`src/rtl/spike_inject_scheduler.sv`:
```
// spike_inject_scheduler
//   Shares the SNN descending-spike injection port between NUM_REQ requesters.
//   Granted neuron indices are OR-accumulated over one SNN tick. The accumulated
//   vector is released as a single-cycle inject pulse at the start of the next tick.
//   A per-tick grant budget applies, and while inhibit is high indices are
//   accepted and discarded (sleep mode).
//   Optional build macro: INJECT_PRIO_EN. When it is defined, requester 0 gets
//   strict priority and bypasses the budget.
module spike_inject_scheduler #(
  parameter int NUM_REQ      = 4,
  parameter int NUM_NEURONS  = 1024,
  parameter int IDX_W        = 10,
  parameter int TICK_CYCLES  = 300,
  parameter int MAX_PER_TICK = 64
) (
  input  logic                     clk,
  input  logic                     rst,
  input  logic [NUM_REQ-1:0]       req_valid,
  input  logic [NUM_REQ*IDX_W-1:0] req_idx,
  output logic [NUM_REQ-1:0]       req_ready,
  input  logic                     inhibit,
  output logic [NUM_NEURONS-1:0]   inject_spikes,
  output logic                     inject_valid,
  output logic [31:0]              accept_cnt,
  output logic [15:0]              drop_cnt
);

  localparam int TW = $clog2(TICK_CYCLES);
  localparam int PW = $clog2(NUM_REQ);
  // The budget can run past MAX_PER_TICK when the priority requester bypasses it,
  // but it never exceeds one grant per cycle of the tick.
  localparam int BW = $clog2(TICK_CYCLES + MAX_PER_TICK + 1);
  localparam logic [TW-1:0] TICK_LAST  = TW'(TICK_CYCLES - 1);
  localparam logic [BW-1:0] BUDGET_MAX = BW'(MAX_PER_TICK);

  logic [TW-1:0]          tick_cnt;
  logic [PW-1:0]          rr_ptr;
  logic [BW-1:0]          budget;
  logic [NUM_NEURONS-1:0] accum;

  logic                   flush_phase;
  logic                   budget_ok;
  logic                   rr_hit;
  logic [PW-1:0]          rr_id;
  logic                   gnt_any;
  logic [PW-1:0]          gnt_id;
  logic                   gnt_moves_rr;
  logic [IDX_W-1:0]       gnt_idx;
  logic                   in_range;
  logic                   do_accept;
  logic                   do_drop;
  logic [NUM_NEURONS-1:0] set_vec;

  assign flush_phase = (tick_cnt == TICK_LAST);
  // Under inhibit nothing reaches the SNN, so there is nothing to budget.
  assign budget_ok   = inhibit | (budget < BUDGET_MAX);

  // Round-robin scan: first valid requester at or after rr_ptr, wrapping.
  always_comb begin
    rr_hit = 1'b0;
    rr_id  = '0;
    for (int off = 0; off < NUM_REQ; off++) begin
      if (!rr_hit && req_valid[(int'(rr_ptr) + off) % NUM_REQ]) begin
        rr_hit = 1'b1;
        rr_id  = PW'((int'(rr_ptr) + off) % NUM_REQ);
      end
    end
  end

  // Grant decision. A grant needs ACCUM and no reset. The budget gates every
  // requester except requester 0 when priority is enabled.
  always_comb begin
    gnt_any      = 1'b0;
    gnt_id       = '0;
    gnt_moves_rr = 1'b0;
    if (!rst && !flush_phase) begin
`ifdef INJECT_PRIO_EN
      if (req_valid[0]) begin
        gnt_any = 1'b1;
        gnt_id  = '0;
      end else if (budget_ok && rr_hit) begin
        gnt_any      = 1'b1;
        gnt_id       = rr_id;
        gnt_moves_rr = 1'b1;
      end
`else
      if (budget_ok && rr_hit) begin
        gnt_any      = 1'b1;
        gnt_id       = rr_id;
        gnt_moves_rr = 1'b1;
      end
`endif
    end
  end

  // One-hot ready; it is only raised for a requester whose valid is high.
  always_comb begin
    req_ready = '0;
    if (gnt_any) req_ready[gnt_id] = 1'b1;
  end

  // Select the granted index and decode it into a one-hot set mask.
  always_comb begin
    gnt_idx = '0;
    for (int i = 0; i < NUM_REQ; i++) begin
      if (int'(gnt_id) == i) gnt_idx = req_idx[i*IDX_W +: IDX_W];
    end
    in_range  = ({{(32-IDX_W){1'b0}}, gnt_idx} < 32'(NUM_NEURONS));
    do_accept = gnt_any && !inhibit && in_range;
    do_drop   = gnt_any && (inhibit || !in_range);
    set_vec   = '0;
    for (int n = 0; n < NUM_NEURONS; n++) begin
      set_vec[n] = do_accept && (gnt_idx == IDX_W'(n));
    end
  end

  // Free-running tick counter, 0..TICK_CYCLES-1.
  always_ff @(posedge clk or posedge rst) begin
    if (rst)              tick_cnt <= '0;
    else if (flush_phase) tick_cnt <= '0;
    else                  tick_cnt <= tick_cnt + 1'b1;
  end

  // Release the accumulated vector on the FLUSH edge unless inhibited.
  always_ff @(posedge clk or posedge rst) begin
    if (rst) begin
      inject_spikes <= '0;
      inject_valid  <= 1'b0;
    end else begin
      inject_valid <= flush_phase && !inhibit;
      if (flush_phase && !inhibit) inject_spikes <= accum;
    end
  end

  // Accumulator: cleared at every tick boundary and continuously while inhibited.
  always_ff @(posedge clk or posedge rst) begin
    if (rst)                        accum <= '0;
    else if (flush_phase || inhibit) accum <= '0;
    else                            accum <= accum | set_vec;
  end

  // Per-tick grant budget. Inhibited grants are not counted against it.
  always_ff @(posedge clk or posedge rst) begin
    if (rst)                      budget <= '0;
    else if (flush_phase)         budget <= '0;
    else if (gnt_any && !inhibit) budget <= budget + 1'b1;
  end

  // Saturating accept/drop statistics.
  always_ff @(posedge clk or posedge rst) begin
    if (rst) begin
      accept_cnt <= '0;
      drop_cnt   <= '0;
    end else begin
      if (do_accept && (accept_cnt != '1)) accept_cnt <= accept_cnt + 1'b1;
      if (do_drop && (drop_cnt != '1))     drop_cnt   <= drop_cnt + 1'b1;
    end
  end

  // Round-robin pointer moves past the winner. A priority grant leaves it alone.
  always_ff @(posedge clk or posedge rst) begin
    if (rst)               rr_ptr <= '0;
    else if (gnt_moves_rr) rr_ptr <= PW'((int'(gnt_id) + 1) % NUM_REQ);
  end

endmodule

```
`config.mk`:
```
export PLATFORM = sky130hd
export DESIGN_NAME = spike_inject_scheduler
export DESIGN_NICKNAME = d
export VERILOG_FILES = /design/src/rtl/spike_inject_scheduler.sv
export SDC_FILE = /design/constraint.sdc
export NUM_CORES = 2
export LEC_CHECK = 0
export ABC_AREA = 1
export BUFFER_PORTS_ARGS = -buffer_cell sky130_fd_sc_hd__clkbuf_2
export CELL_PAD_IN_SITES_DETAIL_PLACEMENT = 2
export CELL_PAD_IN_SITES_GLOBAL_PLACEMENT = 2
export CORE_MARGIN = 2
export CORE_UTILIZATION = 37
export DETAILED_ROUTE_END_ITERATION = 12
export PLACE_DENSITY = 0.88
export RECOVER_POWER = 25
export SLEW_MARGIN = 20
export SYNTH_ARGS = -nofsm -noshare
export SYNTH_HDL_FRONTEND = slang
export SYNTH_SLANG_ARGS = --single-unit
```
`constraint.sdc`:
```
create_clock -name clk -period 88.4 [get_ports clk]
set_input_delay 4.42 -clock clk [delete_from_list [all_inputs] [get_ports clk]]
set_output_delay 4.42 -clock clk [all_outputs]
set_load 0.02 [all_outputs]
```
==> flow_summary.toml <==
[outcome]
run_status = "finished with violations"
violations = "max-capacitance violations, max-slew violations"

[detailed_routing]
postRouteAntennaNets = 0
via_per_inst = 5.88
drtIter0Drc = 7291
via_count = 75664
routed_wl_um = 440000
first_pass_iters = 6
wl_per_cell_um = 34.2
drc = 0

[job]
max_cap_viol_count = 15

[placement]
hpwl_um = 253000
io_buffers = 1123
gp_congestion = 0.958

[setup_path]
cp_cell_sequence = "clkbuf_1 > clkinvlp_2 > clkbuf_1 > clkbuf_1 > buf_4"
crit_top_cell = "clkbuf_1"
critPathMaxStageDelay_ns = 6.11
cp.arrival_ns = 17.83
crit_slowest_cell = "clkbuf_1"
worst_setup_path_start_kind = "input pin"
critPathKind = "in2async"
cp_max_fo = 153
end_kind = "async pin"
crit_buf_inv = 5
cp_top_family = "buffers and inverters"
required_ns = 89.23

[timing]
fmax_mhz = 58.8
skew_ns = 0.106
hold_viol = 0
worst_slew_pin_slew_ns = 8.56
rsz0062_at_grt = "no"
slew_violations = 1062
timing.setup.tns_ns = 0
maxSlewHeadroom_pct = -471
period_share_pct = 19.2
setup_violations = 0
min_period_ns = 17.01

[global_routing]
grt_overflow = 0
grt_antenna_before_repair = 51
grt_pass1_wl_um = 632000
grt_max_degree = 198
grt_pass1_vias = 84838
grtUsageTotal_pct = 36.3

[logic_synthesis]
ys_types = 36
synth-seq-cells = 2117
syn-instance-count = 8685
syn-cell-area_um2 = 87300
yosys_warnings = 0
avgSynthCellArea_um2 = 10.1
yosysSeqAreaShare_pct = 60.7
synth_nets = 8740

[clocking]
postCtsHoldBufs = 0
clk_latency_ns = 0.94
post-cts-setup-buffers = 0
cts_sinks = 2117
numCtsBuffers = 223
cts_resized = 0
cts_root_buf = "clkbuf_16"
htreeDepth = 4
cts_buffer_depth = 3
cts_tree = "built"
clkTransAtPathRegs_ns = 0.07

[final_layout]
nets = 9550
layout-drive-gt1-share_pct = 19.9
final_common_cell = "nor2_1"
final_cell_mix = "nor2_1, dfrtp_1, nand3_1, clkbuf_2, mux2_2"
area_growth_pct = 17.1

[floorplanning]
rows = 178
start_util_pct = 37.2
pin_count = 1124
die_y_um = 490
design.die.area_um2 = 240000
core_area_um2 = 235000
die_x_um = 490

[power]
p_per_area_nw_per_um2 = 29.8
p_leak_nw = 46.3
total_power_mw = 3.04
ir_worst_vdd_mv = 0.0486

[worst_hold_path]
hold_path_class = "reg2reg"
==> metal layers <==
metal	track usage (%)	vias to the layer above	wire length, um
li1	-	29627	-
met1	41.7	39543	158000
met2	57.3	4678	205000
met3	9.37	1768	36400
met4	29.5	48	40400
met5	0	-	288
==> Yosys cell counts <==
library cell  instances  area (um^2)
and3_1                2         12.5
dfrtp_1            2117        53000
o21ai_0              33          165
nor2_2               54          338
o21a_1              352         2640
nor3b_1               1         7.51
ha_1                  8          100
xnor2_1              10         87.6
o21ai_1               4         20.0
a31oi_1               1         6.26
nand3_2               1         10.0
nor2_4                1         11.3
nand2_2              14         87.6
and2_1                1         6.26
buf_1                27          101
mux2_2              672         7570
nand3_1            1060         5310
nand4_1               8         50.1
clkbuf_1            180          676
o211ai_1              1         7.51
or2_2                 5         31.3
a21boi_1              3         22.5
xor2_1               40          350
o31ai_1               1         7.51
buf_4               102          766
a41oi_1               1         8.76
nor3_1               21          105
a21oi_2               1         8.76
nor4_1                2         12.5
inv_1               429         1610
buf_6                 5         56.3
nand2_1             638         2390
a21oi_1             374         1870
inv_2                 6         22.5
nor2_1             2169         8140
buf_2               341         1710
==> area by class of cell <==
type | count | area (um^2)
fillers | 24413 | 133000
flip-flops and latches | 2117 | 53000
well taps | 3150 | 3940
inverters | 435 | 1650
clock buffers | 324 | 6470
clock inverters | 96 | 1490
diodes | 24 | 60.1
repair buffers | 1240 | 6060
multi-input cells | 5478 | 29600
==> cell families after synthesis <==
kind of cell | share of synthesized area [%]
AOI/OAI and AO/OA | 5.45
xor gates and xnor gates | 0.502
DFF | 60.7
buffers and inverters | 5.66
adders and majority gates | 0.115
and+or+nand+nor | 18.9
muxes | 8.67
==> where the power goes <==
| group | switching, mW | internal, mW |
|---|---|---|
| Sequential | 0.0221 | 0.986 |
| Combinational | 0.881 | 0.0998 |
| Clock | 0.463 | 0.591 |
| Total | 1.37 | 1.68 |
==> final timing paths <==
kind,slack [ns],start,cells after the start,end
max,71.39,rst,5,inject_spikes[203]$_DFFE_PP0P_
min,0.45,accum[501]$_DFF_PP0_,1,inject_spikes[501]$_DFFE_PP0P_
max reg2reg,78.43,tick_cnt[0]$_DFF_PP0_,10,inject_spikes[417]$_DFFE_PP0P_
min reg2reg,0.45,accum[501]$_DFF_PP0_,1,inject_spikes[501]$_DFFE_PP0P_
max in group clk,73.71,rst,11,req_ready[2]
min in group asynchronous,4.73,rst,2,drop_cnt[4]$_DFFE_PP0P_
==> metrics by stage <==
stage	std cells	hold slack, ns	setup WS (ns)	utilization (%)	cell area (um^2)
2_1_floorplan	8685	0.433	24.16	-	87300
3_3_place_gp	12416	0.445	76.67	40.3	94800
3_5_place_dp	12417	0.464	76.51	40.3	94800
4_1_cts	12837	0.450	76.49	43.7	103000
5_1_grt	12847	0.483	69.67	43.5	102000
6_report	12864	0.454	71.39	43.5	102000
==> flip-flops by register name, summed over array words and instances, names as in the netlist <==
| register | count |
|---|---|
| accum | 1024 |
| inject_spikes | 1024 |
| accept_cnt | 32 |
| drop_cnt | 16 |
| budget | 9 |
| tick_cnt | 9 |
| rr_ptr | 2 |
| inject_valid | 1 |
Power figures use the tool's default switching activity.
